File: config.mk
export PLATFORM = sky130hd
export DESIGN_NAME = hd44780_responder
export DESIGN_NICKNAME = d
export VERILOG_FILES = /design/src/rtl/hd44780_pkg.sv /design/src/rtl/hd44780_ac_step.sv /design/src/rtl/hd44780_responder.sv
export SDC_FILE = /design/constraint.sdc
export NUM_CORES = 2
export LEC_CHECK = 0
export CAP_MARGIN = 20
export CORE_MARGIN = 2
export CORE_UTILIZATION = 40
export DETAILED_ROUTE_END_ITERATION = 16
export GPL_TIMING_DRIVEN = 0
export PLACE_DENSITY_LB_ADDON = 0.2
export SLEW_MARGIN = 20
export SYNTH_ARGS = -nofsm -noshare
export SYNTH_HDL_FRONTEND = slang
export SYNTH_HIERARCHICAL = 1
export SYNTH_SLANG_ARGS = --single-unit
File: constraint.sdc
create_clock -name clk -period 13.8 [get_ports clk]
set_clock_uncertainty 0.15 [all_clocks]
set_input_delay 2.76 -clock clk [delete_from_list [all_inputs] [get_ports clk]]
set_output_delay 2.76 -clock clk [all_outputs]
set_load 0.05 [all_outputs]
File: src/rtl/hd44780_pkg.sv
// hd44780_pkg: shared constants for the HD44780 display-side responder.
//   - FSM state encodings (IDLE / FILL / EXEC)
//   - instruction bit masks, decoded by highest set bit
//   - DDRAM line bounds used by the address-counter wrap rule
//   - blank character written by Clear Display
package hd44780_pkg;

    // FSM state encodings
    localparam logic [1:0] ST_IDLE = 2'd0;
    localparam logic [1:0] ST_FILL = 2'd1;
    localparam logic [1:0] ST_EXEC = 2'd2;

    // Instruction masks
    localparam logic [7:0] CMD_CLEAR = 8'h01;
    localparam logic [7:0] CMD_HOME  = 8'h02;
    localparam logic [7:0] CMD_ENTRY = 8'h04;
    localparam logic [7:0] CMD_DISP  = 8'h08;
    localparam logic [7:0] CMD_SHIFT = 8'h10;
    localparam logic [7:0] CMD_FUNC  = 8'h20;
    localparam logic [7:0] CMD_CGRAM = 8'h40;
    localparam logic [7:0] CMD_DDRAM = 8'h80;

    // DDRAM line bounds
    localparam logic [6:0] LINE1_END    = 7'h27;
    localparam logic [6:0] LINE2_START  = 7'h40;
    localparam logic [6:0] ONE_LINE_END = 7'h4F;
    localparam logic [6:0] LINE2_END    = 7'h67;

    localparam logic [7:0] BLANK_CHAR = 8'h20;

endpackage

File: src/rtl/hd44780_ac_step.sv
// hd44780_ac_step: combinational next address counter value.
//   ac       in  7  current address counter
//   inc      in  1  1 = step up, 0 = step down
//   two_line in  1  selects the two-line (split) address map
//   ac_next  out 7  stepped address, wrapped into the valid map
// Any value above the map's top address is treated as the top address
// before stepping, so a verbatim out-of-range Set DDRAM address re-enters
// the map on the next step.
module hd44780_ac_step
    import hd44780_pkg::*;
(
    input  logic [6:0] ac,
    input  logic       inc,
    input  logic       two_line,
    output logic [6:0] ac_next
);

    logic [6:0] ac_max;
    logic [6:0] ac_clamped;

    assign ac_max     = two_line ? LINE2_END : ONE_LINE_END;
    assign ac_clamped = (ac > ac_max) ? ac_max : ac;

    always_comb begin
        ac_next = ac_clamped;
        if (inc) begin
            if (two_line && (ac_clamped == LINE1_END)) begin
                ac_next = LINE2_START;
            end else if (ac_clamped == ac_max) begin
                ac_next = 7'h00;
            end else begin
                ac_next = ac_clamped + 7'd1;
            end
        end else begin
            if (two_line && (ac_clamped == LINE2_START)) begin
                ac_next = LINE1_END;
            end else if (ac_clamped == 7'h00) begin
                ac_next = ac_max;
            end else begin
                ac_next = ac_clamped - 7'd1;
            end
        end
    end

endmodule

File: src/rtl/hd44780_responder.sv
// hd44780_responder: display-side end of an 8-bit HD44780 parallel bus.
//   clk, rst_n                 clock, asynchronous active-low reset
//   lcd_e/rs/rw, lcd_db_in     bus from the writer (synchronized internally)
//   lcd_db_out, lcd_db_oe      read data and its output enable
//   peek_addr, peek_data       host DDRAM peek port, 1-cycle registered read
//   ac, busy                   address counter and busy flag
//   display_on..two_line       mode flags
//   cmd_strobe/cmd_rs/cmd_byte pulse + contents of each accepted write
//   err_overrun, err_clr       sticky write-while-busy flag and its clear
// Transactions are taken on the falling edge of synchronized E.
module hd44780_responder
    import hd44780_pkg::*;
#(
    parameter int EXEC_CYCLES  = 1850,
    parameter int CLEAR_CYCLES = 76000,
    parameter int SYNC_STAGES  = 2
) (
    input  logic       clk,
    input  logic       rst_n,
    input  logic       lcd_e,
    input  logic       lcd_rs,
    input  logic       lcd_rw,
    input  logic [7:0] lcd_db_in,
    output logic [7:0] lcd_db_out,
    output logic       lcd_db_oe,
    input  logic [6:0] peek_addr,
    output logic [7:0] peek_data,
    output logic [6:0] ac,
    output logic       busy,
    output logic       display_on,
    output logic       cursor_on,
    output logic       blink_on,
    output logic       entry_inc,
    output logic       entry_shift,
    output logic       func_8bit,
    output logic       two_line,
    output logic       cmd_strobe,
    output logic       cmd_rs,
    output logic [7:0] cmd_byte,
    output logic       err_overrun,
    input  logic       err_clr
);

    localparam int          BUS_W      = 11;
    localparam logic [31:0] EXEC_LOAD  = 32'(EXEC_CYCLES - 1);
    localparam logic [31:0] CLEAR_LOAD = 32'(CLEAR_CYCLES - 1);

    // Bus synchronizer: {e, rs, rw, db} shifted as one word so all fields
    // come from the same sample.
    logic [SYNC_STAGES-1:0][BUS_W-1:0] sync_reg;
    logic [BUS_W-1:0] bus_s;
    logic             e_s, rs_s, rw_s, e_prev_reg, e_fall;
    logic [7:0]       db_s;

    always_ff @(posedge clk or negedge rst_n) begin
        if (!rst_n) begin
            sync_reg   <= '0;
            e_prev_reg <= 1'b0;
        end else begin
            sync_reg[0] <= {lcd_e, lcd_rs, lcd_rw, lcd_db_in};
            for (int i = 1; i < SYNC_STAGES; i++) begin
                sync_reg[i] <= sync_reg[i-1];
            end
            e_prev_reg <= e_s;
        end
    end

    assign bus_s  = sync_reg[SYNC_STAGES-1];
    assign e_s    = bus_s[10];
    assign rs_s   = bus_s[9];
    assign rw_s   = bus_s[8];
    assign db_s   = bus_s[7:0];
    assign e_fall = e_prev_reg & ~e_s;

    // Control state
    logic [1:0]  state_reg, state_next;
    logic [6:0]  fill_addr_reg, fill_addr_next;
    logic [31:0] exec_cnt_reg, exec_cnt_next;
    logic [6:0]  ac_reg, ac_next;
    logic        display_on_reg, display_on_next;
    logic        cursor_on_reg, cursor_on_next;
    logic        blink_on_reg, blink_on_next;
    logic        entry_inc_reg, entry_inc_next;
    logic        entry_shift_reg, entry_shift_next;
    logic        func_8bit_reg, func_8bit_next;
    logic        two_line_reg, two_line_next;
    logic        cmd_strobe_reg, cmd_strobe_next;
    logic        cmd_rs_reg, cmd_rs_next;
    logic [7:0]  cmd_byte_reg, cmd_byte_next;
    logic        err_overrun_reg, err_overrun_next;

    // DDRAM single write port, shared by FILL and data writes
    logic [7:0] ddram_mem [128];
    logic       ram_we;
    logic [6:0] ram_waddr;
    logic [7:0] ram_wdata;
    logic [7:0] ram_rd_reg;
    logic [7:0] peek_data_reg;

    // One stepper serves data writes, data reads and cursor shift; only a
    // cursor/display-shift instruction overrides the direction.
    logic       step_inc;
    logic [6:0] ac_step_out;
    logic       is_shift_cmd;

    assign is_shift_cmd = ~rs_s & (db_s[7:4] == 4'b0001);
    assign step_inc     = is_shift_cmd ? db_s[2] : entry_inc_reg;

    hd44780_ac_step u_ac_step (
        .ac       (ac_reg),
        .inc      (step_inc),
        .two_line (two_line_reg),
        .ac_next  (ac_step_out)
    );

    always_comb begin
        state_next       = state_reg;
        fill_addr_next   = fill_addr_reg;
        exec_cnt_next    = exec_cnt_reg;
        ac_next          = ac_reg;
        display_on_next  = display_on_reg;
        cursor_on_next   = cursor_on_reg;
        blink_on_next    = blink_on_reg;
        entry_inc_next   = entry_inc_reg;
        entry_shift_next = entry_shift_reg;
        func_8bit_next   = func_8bit_reg;
        two_line_next    = two_line_reg;
        cmd_strobe_next  = 1'b0;
        cmd_rs_next      = cmd_rs_reg;
        cmd_byte_next    = cmd_byte_reg;
        // Set wins over a same-cycle clear (applied below)
        err_overrun_next = err_clr ? 1'b0 : err_overrun_reg;
        ram_we           = 1'b0;
        ram_waddr        = ac_reg;
        ram_wdata        = db_s;

        case (state_reg)
            ST_FILL: begin
                ram_we         = 1'b1;
                ram_waddr      = fill_addr_reg;
                ram_wdata      = BLANK_CHAR;
                fill_addr_next = fill_addr_reg + 7'd1;
                if (fill_addr_reg == 7'h7F) begin
                    state_next    = ST_EXEC;
                    exec_cnt_next = CLEAR_LOAD;
                end
            end
            ST_EXEC: begin
                if (exec_cnt_reg == 32'd0) begin
                    state_next = ST_IDLE;
                end else begin
                    exec_cnt_next = exec_cnt_reg - 32'd1;
                end
            end
            default: begin
            end
        endcase

        if (e_fall) begin
            if (!rw_s) begin
                if (state_reg == ST_IDLE) begin
                    cmd_strobe_next = 1'b1;
                    cmd_rs_next     = rs_s;
                    cmd_byte_next   = db_s;
                    state_next      = ST_EXEC;
                    exec_cnt_next   = EXEC_LOAD;
                    if (rs_s) begin
                        ram_we  = 1'b1;
                        ac_next = ac_step_out;
                    end else if ((db_s & CMD_DDRAM) != 8'h00) begin
                        ac_next = db_s[6:0];
                    end else if ((db_s & CMD_CGRAM) != 8'h00) begin
                        // CGRAM is not modelled; cmd_byte carries the address
                    end else if ((db_s & CMD_FUNC) != 8'h00) begin
                        func_8bit_next = db_s[4];
                        two_line_next  = db_s[3];
                    end else if ((db_s & CMD_SHIFT) != 8'h00) begin
                        // Display shift (b3 = 1) leaves the AC alone
                        if (!db_s[3]) begin
                            ac_next = ac_step_out;
                        end
                    end else if ((db_s & CMD_DISP) != 8'h00) begin
                        display_on_next = db_s[2];
                        cursor_on_next  = db_s[1];
                        blink_on_next   = db_s[0];
                    end else if ((db_s & CMD_ENTRY) != 8'h00) begin
                        entry_inc_next   = db_s[1];
                        entry_shift_next = db_s[0];
                    end else if ((db_s & CMD_HOME) != 8'h00) begin
                        ac_next       = 7'h00;
                        exec_cnt_next = CLEAR_LOAD;
                    end else if ((db_s & CMD_CLEAR) != 8'h00) begin
                        ac_next        = 7'h00;
                        entry_inc_next = 1'b1;
                        state_next     = ST_FILL;
                        fill_addr_next = 7'h00;
                    end
                end else begin
                    err_overrun_next = 1'b1;
                end
            end else if (rs_s && (state_reg == ST_IDLE)) begin
                // Data read completes: advance AC like a data write
                ac_next = ac_step_out;
            end
        end
    end

    always_ff @(posedge clk or negedge rst_n) begin
        if (!rst_n) begin
            state_reg       <= ST_FILL;
            fill_addr_reg   <= 7'h00;
            exec_cnt_reg    <= 32'd0;
            ac_reg          <= 7'h00;
            display_on_reg  <= 1'b0;
            cursor_on_reg   <= 1'b0;
            blink_on_reg    <= 1'b0;
            entry_inc_reg   <= 1'b1;
            entry_shift_reg <= 1'b0;
            func_8bit_reg   <= 1'b1;
            two_line_reg    <= 1'b0;
            cmd_strobe_reg  <= 1'b0;
            cmd_rs_reg      <= 1'b0;
            cmd_byte_reg    <= 8'h00;
            err_overrun_reg <= 1'b0;
        end else begin
            state_reg       <= state_next;
            fill_addr_reg   <= fill_addr_next;
            exec_cnt_reg    <= exec_cnt_next;
            ac_reg          <= ac_next;
            display_on_reg  <= display_on_next;
            cursor_on_reg   <= cursor_on_next;
            blink_on_reg    <= blink_on_next;
            entry_inc_reg   <= entry_inc_next;
            entry_shift_reg <= entry_shift_next;
            func_8bit_reg   <= func_8bit_next;
            two_line_reg    <= two_line_next;
            cmd_strobe_reg  <= cmd_strobe_next;
            cmd_rs_reg      <= cmd_rs_next;
            cmd_byte_reg    <= cmd_byte_next;
            err_overrun_reg <= err_overrun_next;
        end
    end

    always_ff @(posedge clk) begin
        if (ram_we) begin
            ddram_mem[ram_waddr] <= ram_wdata;
        end
    end

    always_ff @(posedge clk or negedge rst_n) begin
        if (!rst_n) begin
            peek_data_reg <= 8'h00;
            ram_rd_reg    <= 8'h00;
        end else begin
            peek_data_reg <= ddram_mem[peek_addr];
            ram_rd_reg    <= ddram_mem[ac_reg];
        end
    end

    assign busy      = (state_reg != ST_IDLE);
    assign lcd_db_oe = e_s & rw_s;
    // Busy data reads return zero; status reads are always allowed
    assign lcd_db_out = !lcd_db_oe ? 8'h00 :
                        rs_s       ? (busy ? 8'h00 : ram_rd_reg) :
                                     {busy, ac_reg};

    assign peek_data   = peek_data_reg;
    assign ac          = ac_reg;
    assign display_on  = display_on_reg;
    assign cursor_on   = cursor_on_reg;
    assign blink_on    = blink_on_reg;
    assign entry_inc   = entry_inc_reg;
    assign entry_shift = entry_shift_reg;
    assign func_8bit   = func_8bit_reg;
    assign two_line    = two_line_reg;
    assign cmd_strobe  = cmd_strobe_reg;
    assign cmd_rs      = cmd_rs_reg;
    assign cmd_byte    = cmd_byte_reg;
    assign err_overrun = err_overrun_reg;

endmodule

==> out/summary.md <==
The finished cells cover 0.06082 mm^2. Clock-pin slew was measured on the worst setup and hold paths at 60 ps. The largest net degree at the start of global routing is 82, and the ratio of total power to cell area is 180.3 mW/mm^2. At the later pin of the worst-skew pair, clock insertion delay measures 730 ps. Critical path buffer and inverter count: 5.

For this run, the number of Yosys warnings is 6. CTS saw 1129 sinks. The number of hold buffers added after CTS was 0.

Area of the mapped netlist: 0.05327 mm^2. Synthesis handed over a netlist of 2675 instances. After routing, the total negative slack on setup checks comes to 0 ps. The worst setup path is of the flip-flop to output port kind. The family of cells with the greatest summed delay on the critical path was buffers and inverters.

The DRC marker count from the first detailed-route iteration was 5068. Via count normalized by instance count: 6.604. Counting flops and latches in the post-synthesis netlist gives 1129. For the total congestion overflow after global routing, the log shows 0. The library cell used most frequently in the layout, excluding fill and tap cells, is edfxtp_1.

For this block, the routed nets add up to 183400 um of wire. The longest clock path from root to sink contains 3 buffers. The type of element launching the critical path was a flip-flop.

The routed layout has 31270 vias. The routed design could run at a clock period as short as 7657 ps. In the synthesized netlist the dominant register cell turns out to be edfxtp_1. The number of antenna violations at the first check in global routing is 12, and the number of antenna-violating nets in the routed design is 0.

At the pin with the least slew margin, the transition time is 1256 ps. The estimated wirelength of the detail-placed design is 132400 um, and the number of enable-type register cells in the synthesized netlist is 1024. The cell sitting at the root of the clock tree is a clkbuf_16. The most numerous cell type found on the critical path is clkbuf_1.

The routability congestion estimate is 0.9482, and the TritonCTS buffer count is 116. CTS built an H-tree with a depth of 3. The largest driver fanout on the critical path is 10, and the wire length of the first global-routing pass is 250900 um. The routing usage on met2 is 0.4306. The run gives 0.1361 mm^2 as the overall die area. The number of setup buffers added after CTS is 0. met2 is the most crowded layer.

The leakage power total came out at 19.17 nW. For the hold violation total from the final report, the log shows 0. Data on the critical path is required at its endpoint by 10890 ps.

The worst hold path was traced through 0 stages. After detailed placement, the total cell area comes to 0.05695 mm^2. IR analysis of the VDD net gives a maximum drop of 0.0001368 V.

The number of buffers inserted by port buffering was 56; the power after layout was 10.96 mW. The total count of max-transition violations in the final report came out at 0. The fraction of final layout cells with drive strength greater than 1 is 0.3463, and the die boundary height is 368.9 um. STA classifies the critical path endpoint as an output port.

The number of flip-flops in the largest register is 1024. The startpoint identified for the worst hold timing path is sync_reg[7]. The initial standard-cell utilization of the core was 0.4042. Max-cap violations in this run came to 0. The number of cells on the worst reg-to-reg path works out to 9. The number of remaining DRC errors was 0.

The slowest stage of the critical path belongs to the cell clkdlybuf4s50_1. After clock tree synthesis, the repair step resized 0 gates. The signal on the critical path passes through clkbuf_1 -> clkbuf_1 -> buf_6 -> clkbuf_1 -> nor2b_1 -> a21oi_1 -> nor2_1 -> clkdlybuf4s50_1. Static timing analysis puts the maximum clock frequency at 0.1306 GHz. Fraction of the yosys area taken by sequential cells: 0.6267. TritonCTS built the clock tree. The logs give 0.1624 for the worst relative slew slack and 64 for the number of top-level pins. The logs give 6 for the number of detailed-routing iterations run before antenna repair and 0.4615 for the post-route core utilization. Setup violations remaining at the end of the flow were counted as 0. The tools report the global-route usage over all layers as 0.2687. The highest cell delay on the worst timing path came out at 820 ps.

The path class of the tightest hold or removal check is flip-flop to flip-flop. At the end of the flow, the number of nets in the layout was 2915. The run gives 4750 ps as the data arrival time of the critical path. In the layout the commonest cells are edfxtp_1 (1024), mux4_2 (672), nor2_1 (172), clkbuf_16 (121), dfrtp_1 (102). Dividing the detail-routed wire length by the instance count gives 38.73 um.

The floorplan has 133 rows. For the met1 capacity usage during global routing, the log shows 0.3581. The tools report the worst reg2reg path startpoint as ac[1]. The number of global-route vias before repair was 31240; the per-instance average area after synthesis was 19.91 um^2. The core region is 0.1318 mm^2. The flow ran to the end, and the final reports show no timing, DRC or antenna violations. Setup repair after global routing left no endpoint under its margin. Counting every net in the synthesized netlist gives 2706. The post-synthesis async set-or-reset flop share is 0.09300, and the logic depth of the worst path, buffers included is 8.

The tools report the worst setup path startpoint as ac[1]. The synthesized netlist contains 76 unique library cells. The die span in x is 368.9 um. The global routing met3 resource utilization came out at 0.05415. The part of the cycle the worst path needs works out to 0.5548. The layout-stage area growth over the synthesis result came out at 14.18%.
[cell families after synthesis]
logic type	share of synthesized area
buffers and inverters	0.01799
and+or+nand+nor	0.04139
adders and majority gates	0.002349
xor gates and xnor gates	0.001644
DFF	0.6267
muxes	0.2915
AOI/OAI and AO/OA	0.01842
[final timing paths]
check                                    to  slack (ps)
min reg2reg                        bus_s[7]         200
min                                bus_s[7]         200
max reg2reg                ddram_mem[55][4]        7580
max                           lcd_db_out[1]        6140
min in group asynchronous      peek_data[6]        1750
max in group asynchronous      state_reg[0]       11000
[layer usage]
| metal | vias up | routed length, um |
|---|---|---|
| met2 | 2143 | 88170 |
| met4 | 0 | 8335 |
| li1 | 11960 | - |
| met3 | 389 | 18400 |
| met5 | - | 0 |
| met1 | 16780 | 68490 |
[through the flow]
stage	worst slack, ps	hold WS (ps)	cells
after CTS	6196	199.7	4732
after global placement	3480	184.9	4486
after floorplan	8387	181.2	2675
after global routing	6056	202.9	4732
after detailed placement	7028	185.8	4521
final	6143	202.3	4735
[synthesized netlist by cell type, drive strengths merged, types with 3 or more instances]
cell	count	area share
edfxtp	1024	0.58
mux4	672	0.28
nor2	178	0.013
clkbuf	108	0.0076
dfrtp	102	0.048
buf	95	0.0089
nand2	83	0.0058
o21ai	37	0.0035
nand3	33	0.0031
a21oi	28	0.0026
mux2	27	0.0057
inv	20	0.0014
nor3	20	0.0019
nor4	20	0.0025
nand4	15	0.0018
nor2b	15	0.0018
or3	15	0.0018
or4	11	0.0016
and3	10	0.0013
ha	10	0.0023
mux2i	9	0.0017
or2	9	0.0011
a311oi	8	0.0013
a31oi	8	0.0012
nand2b	8	0.00094
nand3b	8	0.0011
a22o	7	0.0012
xor2	7	0.0012
and2	6	0.00070
nand4b	6	0.00099
o211ai	5	0.00070
a211oi	4	0.00056
a21o	4	0.00056
a31o	4	0.00066
a41oi	4	0.00066
o211a	4	0.00075
a2bb2oi	3	0.00049
dfstp	3	0.0015
nor3b	3	0.00042
o311a	3	0.00056
o31ai	3	0.00042
xnor2	3	0.00049
[report_power, final]
group	switching (mW)	total (mW)	internal [mW]	leakage [nW]
Clock	1.37	3.23	1.86	1.88
Combinational	2.30	3.83	1.53	6.77
Sequential	0.0957	3.90	3.81	10.5
Total	3.76	11.0	7.20	19.2
[final cells by class]
class	count	area, um^2
tap	1755	2196
antenna	3	7.507
buffer	203	922.1
inverter	21	78.83
multi-input combinational	1322	19010
clock buffer	139	3126
timing repair buffer	91	1383
fill	10960	70980
clock inverter	72	716.9
sequential	1129	33380
No activity file was read; power rests on OpenSTA's default activity.
